**src/rtl/mult_share_arbiter.sv**
```systemverilog
// mult_share_arbiter
//   Shares one iterative 130x128 limb multiplier among NUM_REQ requesters.
//   A round-robin pick captures the winner's operands, pulses m_start, waits
//   for m_done and returns the 258-bit product to the owning requester. Only
//   one job is ever in flight.
//
//   Optional feature: define MULT_ARB_TIMEOUT_EN to add a 16-bit WAIT-state
//   watchdog of TIMEOUT_CYCLES cycles. On expiry, the owner gets a zero product
//   together with a timeout_err pulse. Without the macro there is no counter,
//   WAIT lasts until m_done, and timeout_err is tied low.
//
// Ports
//   clk, reset   : single clock, synchronous active-high reset
//   req          : level request per requester. Operands are held stable until gnt.
//   req_a/req_b  : operands. Requester i uses [i*130 +: 130] / [i*128 +: 128].
//   gnt          : one-hot pulse; the operands of that requester have been captured
//   rsp_valid    : one-hot pulse; rsp_data belongs to that requester
//   rsp_data     : product, held until the next rsp_valid
//   m_start      : start pulse to the multiplier
//   m_a/m_b      : multiplier operands, stable from m_start until the next grant
//   m_busy       : multiplier busy; blocks new grants
//   m_done       : multiplier done pulse; m_product is valid in that cycle
//   m_product    : multiplier result
//   timeout_err  : watchdog expiry pulse
module mult_share_arbiter #(
  parameter int NUM_REQ        = 2,
  parameter int TIMEOUT_CYCLES = 200
) (
  input  logic                   clk,
  input  logic                   reset,
  input  logic [NUM_REQ-1:0]     req,
  input  logic [NUM_REQ*130-1:0] req_a,
  input  logic [NUM_REQ*128-1:0] req_b,
  output logic [NUM_REQ-1:0]     gnt,
  output logic [NUM_REQ-1:0]     rsp_valid,
  output logic [257:0]           rsp_data,
  output logic                   m_start,
  output logic [129:0]           m_a,
  output logic [127:0]           m_b,
  input  logic                   m_busy,
  input  logic                   m_done,
  input  logic [257:0]           m_product,
  output logic                   timeout_err
);

  localparam int PTR_W = (NUM_REQ > 1) ? $clog2(NUM_REQ) : 1;

  if (NUM_REQ < 1 || NUM_REQ > 8 || TIMEOUT_CYCLES < 1 || TIMEOUT_CYCLES > 65535) begin : g_param_chk
    $error("mult_share_arbiter: parameter out of range");
  end

  typedef enum logic {S_IDLE, S_WAIT} state_t;

  state_t               state, state_n;
  logic [PTR_W-1:0]     rr_ptr, rr_n;
  logic [PTR_W-1:0]     owner, owner_n;
  logic [NUM_REQ-1:0]   gnt_n, rsp_valid_n;
  logic                 m_start_n;
  logic [129:0]         m_a_n;
  logic [127:0]         m_b_n;
  logic [257:0]         rsp_data_n;

  logic                 pick_vld;
  logic [PTR_W-1:0]     pick_idx;
  int                   scan;

`ifdef MULT_ARB_TIMEOUT_EN
  localparam logic [15:0] TMO_LIM = 16'(TIMEOUT_CYCLES);
  logic [15:0] cnt, cnt_n;
  logic        tmo_n;
`endif

  // Round-robin pick. The scan starts one past the last winner and wraps, so
  // the last winner is considered last.
  always_comb begin
    pick_vld = 1'b0;
    pick_idx = '0;
    scan     = 0;
    for (int k = 1; k <= NUM_REQ; k++) begin
      scan = int'(rr_ptr) + k;
      if (scan >= NUM_REQ) scan = scan - NUM_REQ;
      if (!pick_vld && req[scan[PTR_W-1:0]]) begin
        pick_vld = 1'b1;
        pick_idx = scan[PTR_W-1:0];
      end
    end
  end

  // Next-state and next-output logic. Every output is a flop that loads its _n value.
  always_comb begin
    state_n     = state;
    rr_n        = rr_ptr;
    owner_n     = owner;
    gnt_n       = '0;
    rsp_valid_n = '0;
    m_start_n   = 1'b0;
    m_a_n       = m_a;
    m_b_n       = m_b;
    rsp_data_n  = rsp_data;
`ifdef MULT_ARB_TIMEOUT_EN
    cnt_n       = cnt;
    tmo_n       = 1'b0;
`endif
    case (state)
      S_IDLE: begin
        // m_busy also covers a multiplier still running after an arbiter-only
        // reset. A stale m_done seen here is ignored.
        if (pick_vld && !m_busy) begin
          gnt_n[pick_idx] = 1'b1;
          m_start_n       = 1'b1;
          m_a_n           = req_a[int'(pick_idx)*130 +: 130];
          m_b_n           = req_b[int'(pick_idx)*128 +: 128];
          owner_n         = pick_idx;
          rr_n            = pick_idx;
          state_n         = S_WAIT;
`ifdef MULT_ARB_TIMEOUT_EN
          cnt_n           = '0;
`endif
        end
      end
      S_WAIT: begin
        // When m_done coincides with watchdog expiry, the real result wins.
        if (m_done) begin
          rsp_valid_n[owner] = 1'b1;
          rsp_data_n         = m_product;
          state_n            = S_IDLE;
        end
`ifdef MULT_ARB_TIMEOUT_EN
        else if (cnt == TMO_LIM) begin
          rsp_valid_n[owner] = 1'b1;
          rsp_data_n         = '0;
          tmo_n              = 1'b1;
          state_n            = S_IDLE;
        end else begin
          cnt_n = cnt + 16'd1;
        end
`endif
      end
      default: state_n = S_IDLE;
    endcase
  end

  always_ff @(posedge clk) begin
    if (reset) begin
      state     <= S_IDLE;
      rr_ptr    <= PTR_W'(NUM_REQ - 1);
      owner     <= '0;
      gnt       <= '0;
      rsp_valid <= '0;
      rsp_data  <= '0;
      m_start   <= 1'b0;
      m_a       <= '0;
      m_b       <= '0;
    end else begin
      state     <= state_n;
      rr_ptr    <= rr_n;
      owner     <= owner_n;
      gnt       <= gnt_n;
      rsp_valid <= rsp_valid_n;
      rsp_data  <= rsp_data_n;
      m_start   <= m_start_n;
      m_a       <= m_a_n;
      m_b       <= m_b_n;
    end
  end

`ifdef MULT_ARB_TIMEOUT_EN
  always_ff @(posedge clk) begin
    if (reset) begin
      cnt         <= '0;
      timeout_err <= 1'b0;
    end else begin
      cnt         <= cnt_n;
      timeout_err <= tmo_n;
    end
  end
`else
  assign timeout_err = 1'b0;
`endif

endmodule
```
**config.mk**
```make
export PLATFORM = sky130hd
export DESIGN_NAME = mult_share_arbiter
export DESIGN_NICKNAME = d
export VERILOG_FILES = /design/src/rtl/mult_share_arbiter.sv
export SDC_FILE = /design/constraint.sdc
export NUM_CORES = 1
export LEC_CHECK = 0
export CAP_MARGIN = 30
export CELL_PAD_IN_SITES_DETAIL_PLACEMENT = 0
export CELL_PAD_IN_SITES_GLOBAL_PLACEMENT = 2
export CORE_AREA = 5 5 504 506
export CTS_CLUSTER_DIAMETER = 100
export CTS_CLUSTER_SIZE = 28
export DETAILED_ROUTE_END_ITERATION = 10
export DIE_AREA = 0 0 509 511
export PLACE_DENSITY_LB_ADDON = 0.05
export SLEW_MARGIN = 20
export SYNTH_ARGS = -nofsm -noshare
export SYNTH_HDL_FRONTEND = slang
export SYNTH_SLANG_ARGS = --single-unit
```
**constraint.sdc**
```tcl
create_clock -name clk -period 2.35 [get_ports clk]
set_input_delay 0.705 -clock clk [delete_from_list [all_inputs] [get_ports clk]]
set_output_delay 0.705 -clock clk [all_outputs]
set_load 0.05 [all_outputs]
```
# ---- Yosys cells after proc, flatten, opt, wreduce, memory -nomap -nowiden
# Index checks and enable logic that the tools add are counted.
dict set report op_classes {
  shifts 2
  muxes 17
  n_addsub 4
  n_lt_le_gt_ge 8
  n_reduce_logical 11
  n_mul 1
  bitwise 3
}
# operator n
set ops {}
lappend ops {{260-bit by 10-bit variable part select with 130-bit output} 1}
lappend ops {{256-bit by 9-bit variable part select with 128-bit output} 1}
lappend ops {{1-bit 2-to-1 mux} 14}
lappend ops {{1-bit by 2-bit < comparator with 1-bit output, second input constant} 4}
lappend ops {{1-bit by 7-bit multiplier with 8-bit output, second input constant} 1}
lappend ops {{3-bit OR reduction} 2}
lappend ops {{1-bit logical AND} 4}
lappend ops {{2-bit AND reduction} 2}
lappend ops {{1-bit by 2-bit adder with 3-bit output, second input constant} 1}
lappend ops {{3-bit by 2-bit greater-or-equal comparator with 1-bit output, second input constant} 1}
lappend ops {{1-bit NOT} 3}
lappend ops {{1-bit by 1-bit adder with 2-bit output, second input constant} 1}
lappend ops {{1-bit demux with 1-bit select} 2}
lappend ops {{1-bit greater-or-equal comparator, second input constant} 2}
lappend ops {{2-bit greater-or-equal comparator, second input constant} 1}
lappend ops {{1-bit logical NOT} 2}
lappend ops {{1-bit case mux with 2 select lines} 1}
lappend ops {{2-bit OR reduction} 1}
lappend ops {{1-bit subtractor, second input constant} 2}
dict set report word_totals {
  elab_cells 55
  reg_bits 524
  out_inout_bits 522
  in_bits 780
}

# ---- Longest topological paths before layout
dict set report depth {
  ltp_word 13
  depth_mapped 7
  mapped_depth_nobuf 3
}

# ---- Least setup slack after synthesis
# No wires, ideal clock.
dict set report synth_path {
  path_kind {input to register}
  from {in req[1]}
  to {reg m_a[108]}
  required_ps 2259
  path_buffers 4
  setup_slack_ps 466
  arrival_ps 1793
  path_stages 7
  path_cell_list {or2_1 -> buf_2 -> and2_1 -> buf_6 -> buf_6 -> buf_4 -> a311oi_1}
}
dict set report synth_via {
  elab_chain_cells 8
}
# item line
set synth_lines {}
lappend synth_lines {{start, declared} 31} ;# input logic [NUM_REQ-1:0] req,
lappend synth_lines {{1-bit 2-to-1 mux (not written as such) (2 in a row)} 82} ;# if (!pick_vld && req[scan[PTR_W-1:0]]) begin
lappend synth_lines {{1-bit 2-to-1 mux} 82}
lappend synth_lines {{1-bit logical NOT} 82}
lappend synth_lines {{1-bit logical AND} 82}
lappend synth_lines {{1-bit 2-to-1 mux} 82}
lappend synth_lines {{1-bit by 7-bit multiplier with 8-bit output / 1-bit logical AND (equally long branches)} {111, 108}}
lappend synth_lines {{260-bit by 10-bit variable part select with 130-bit output / 2-bit AND reduction (equally long branches)} -}
lappend synth_lines {{end signal, assigned} 162} ;# m_a <= m_a_n;
lappend synth_lines {{end, declared} 38} ;# output logic [129:0] m_a,
# Several ways; a longest one is shown, not always the timed one. The select of a mux whose other input is x is not followed.
# A chain may end at the register's enable or synchronous reset.

# ---- Worst setup path in the final report
dict set report layout_path {
  from {reg m_a[45]}
  to {out m_a[45]}
}
# No word-level cell between the ends.

==> impl_metrics.csv <==
group,metric,value,unit
final_layout,final_util,16.2,%
worst_setup_path,crit_required,1640,ps
timing,holdWs,454,ps
routing,via_per_inst,3.35,
final_layout,fill_cells,28500,
clock_network,numCtsBuffers,59,
timing,rsz0062_at_grt,"false",
global_routing,grt_pass1_wl,246,mm
placed_design,gp_congestion,0.719,
worst_setup_path,reg2reg_slack,720,ps
placed_design,port_buffers,1300,
clock_network,clk_pin_slew,70,ps
timing,max_freq,454,MHz
worst_setup_path,crit_start,"m_a[45]",
worst_setup_path,timing.rr.start,"state",
floorplanning,die_x,509,um
worst_setup_path,cp_max_fo,2,
final_layout,area_growth,96.8,%
routing,first_pass_iters,5,
status,status,"finished, final reports clean",
synthesis,netlist.top_cell.by_area,"dfxtp_1",
synthesis,yosysTopAreaCellShare,51.1,%
synthesis,ys_seq_elements,524,
worst_setup_path,reg2reg_to,"rr_ptr",
synthesis,seq_area_frac_synth,51.1,%
timing,fin_crit,2200,ps
synthesis,synth.avg_cell_area,7.86,sq um
power_and_ir_drop,p_leak,14.5,nW
synthesis,yosysWarnings,0,
routing,via_count,24500,
worst_setup_path,cp_cell_sequence,"clkdlybuf4s15_2",
routing,wirelength,187,mm
global_routing,grtUsageTotal,13.7,%
clock_network,htreeDepth,2,
worst_setup_path,cp-end-kind,"primary output",
floorplanning,rows,184,
global_routing,grt_max_degree,62,
floorplanning,pin_count,1302,
clock_network,cts.sinks,524,
synthesis,yosysUniqueCellTypes,20,
worst_setup_path,endpoint,"m_a[45]",
placed_design,dpl.hpwl,149,mm
placed_design,dpl-instance-area,0.0380,sq mm
worst_setup_path,slowest_stage,"dfxtp_1",
power_and_ir_drop,peakVddDrop,0.655,mV
timing,final_hold_viol_count,0,
worst_setup_path,crit_arrival,1500,ps
synthesis,synth_edf_count,0,
routing,drc_errors,0,
clock_network,clk_latency,720,ps
flow_run,cap_violations,0,
synthesis,netlist_area,0.0205,sq mm
hold_path,min_path_type,"reg2reg",
final_layout,nNetsFinal,4658,
floorplanning,die_area,0.260,sq mm
clock_network,cts_tree,"yes",
floorplanning,core,0.250,sq mm
timing,period_share,93.8,%
timing,fin_skew,28.8,ps
global_routing,antenna_found_initial,149,
synthesis,netlist_instances,2613,
synthesis,yosys-top-cells-area,"dfxtp_1 51%, nand2_1 19%, a21oi_1 13%, a311oi_1 11%, clkbuf_1 3.9%",
timing,setup_viol_count_final,0,
timing,maxSlewViolCount,0,
worst_setup_path,critical_path_depth,1,
floorplanning,die_y,511,um
synthesis,yosysMostFrequentCell,"nand2_1",
clock_network,cts_hold_buffers,0,
final_layout,drive_gt1_share,20.4,%
synthesis,postSynthNetCount,3393,
routing,wl_per_cell,25.6,um
synthesis,async_flop_share,0,%
clock_network,cts_root_buf,"clkbuf_16",
routing,drt_iter0_drc,988,
worst_setup_path,critPathMaxStageDelay,400,ps
synthesis,ys.flop_type,"dfxtp_1",
final_layout,final_area,0.0404,sq mm
clock_network,ctsLongestPathBuffers,3,
routing,drtAntennaViolNets,0,
worst_setup_path,setup.worst_path.class,"reg2out",
global_routing,overflow,0,
global_routing,grt_pass1_vias,26000,
floorplanning,initial_core_util,8.23,%
worst_setup_path,path_delay_family,"flip-flops",
synthesis,yosys-top-cells-count,"1036 x nand2_1, 524 x dfxtp_1, 518 x a21oi_1, 258 x a311oi_1, 211 x clkbuf_1",
worst_setup_path,worst-r2r-cell-count,5,
worst_setup_path,worstSetupStartpointType,"flop",
power_and_ir_drop,power_density,685,mW/mm^2
worst_setup_path,crit_buf_inv,1,
[stage by stage]
| stage | power [mW] | TNS [ps] | cells | setup WS (ps) |
|---|---|---|---|---|
| floorplan | 13.3 | 0 | 2613 | 466 |
| global placement | 17.3 | -96780 | 7165 | -463 |
| detailed placement | 17.3 | -94590 | 7165 | -459 |
| CTS | 28.8 | 0 | 7276 | 1.24 |
| global route | 29.2 | 0 | 7279 | 37.6 |
| finish | 27.7 | 0 | 7303 | 146 |
[placed cells by master (no fill, tap or decap), types with 2 or more instances in the layout]
| master | Yosys | layout |
|---|---|---|
| nand2_1 | 1036 | 1035 |
| clkdlybuf4s50_1 | 0 | 778 |
| dfxtp_1 | 524 | 524 |
| a21oi_1 | 518 | 518 |
| buf_4 | 5 | 426 |
| a311oi_1 | 258 | 258 |
| clkdlybuf4s15_2 | 0 | 174 |
| buf_12 | 0 | 85 |
| clkbuf_16 | 0 | 61 |
| diode_2 | 0 | 27 |
| clkinvlp_4 | 0 | 8 |
| inv_6 | 0 | 8 |
| clkinv_4 | 0 | 7 |
| clkinv_8 | 0 | 6 |
| bufinv_16 | 0 | 5 |
| inv_8 | 0 | 5 |
| clkinv_2 | 0 | 4 |
| clkbuf_8 | 0 | 3 |
| clkbuf_1 | 211 | 3 |
| and2_4 | 0 | 2 |
| nor3_1 | 2 | 2 |
| nor2_1 | 3 | 2 |
[layout make-up]
cell class / count / area, sq um / area share [%]
repair buffers: 1465 / 14700 / 36.3
diodes: 27 / 67.6 / 0.167
multi-input cells: 1828 / 8880 / 22.0
clock buffers: 67 / 1580 / 3.91
well taps: 3348 / 4190 / 10.4
clock inverters: 44 / 532 / 1.32
flip-flops and latches: 524 / 10500 / 26.0
[where the power goes]
part | internal (mW) | total, mW | switching (mW)
Sequential | 9.42 | 9.75 | 0.329
Combinational | 2.77 | 7.06 | 4.29
Clock | 5.57 | 10.9 | 5.30
[worst min path at each step]
stage,startpoint,to,depth (start not counted)
floorplan,owner,rsp_valid[0],1
global route,reset,rsp_data[154],2
detailed placement,rsp_data[127],rsp_data[127],2
global placement,rsp_data[27],rsp_data[27],2
CTS,reset,rsp_data[155],2
finish,rsp_data[218],rsp_data[218],2
[logic make-up (layout without fill, tap and decap cells)]
family | count (synthesis) | in the layout | share of synthesized area [%]
AO/OA/AOI/OAI | 780 | 780 | 23.8
buffers and inverters | 261 | 1576 | 5.86
flip-flops | 524 | 524 | 51.1
other | 1 | 28 | 0.0183
AND/OR/NAND/NOR | 1047 | 1047 | 19.2
[timing repair]
action	4_1_cts	5_1_grt
setup buffers	0	0
endpoints found under the setup margin	175	1
gates cloned	0	0
gates resized for setup	524	1
[registers in the layout, indices dropped and copies added, names as in the netlist]
register	cells
owner	1
state	1
m_a	130
rsp_valid	2
m_start	1
rr_ptr	1
m_b	128
rsp_data	258
gnt	2
[metal layers]
| layer | vias up | routed length (um) | track usage (%) |
|---|---|---|---|
| met5 | - | 625 | 0 |
| met4 | 106 | 3210 | 2.00 |
| met3 | 335 | 21300 | 7.33 |
| met2 | 984 | 93700 | 24.9 |
| met1 | 11500 | 68100 | 14.1 |
| li1 | 11600 | - | - |
No activity file was read; power rests on OpenSTA's default activity.
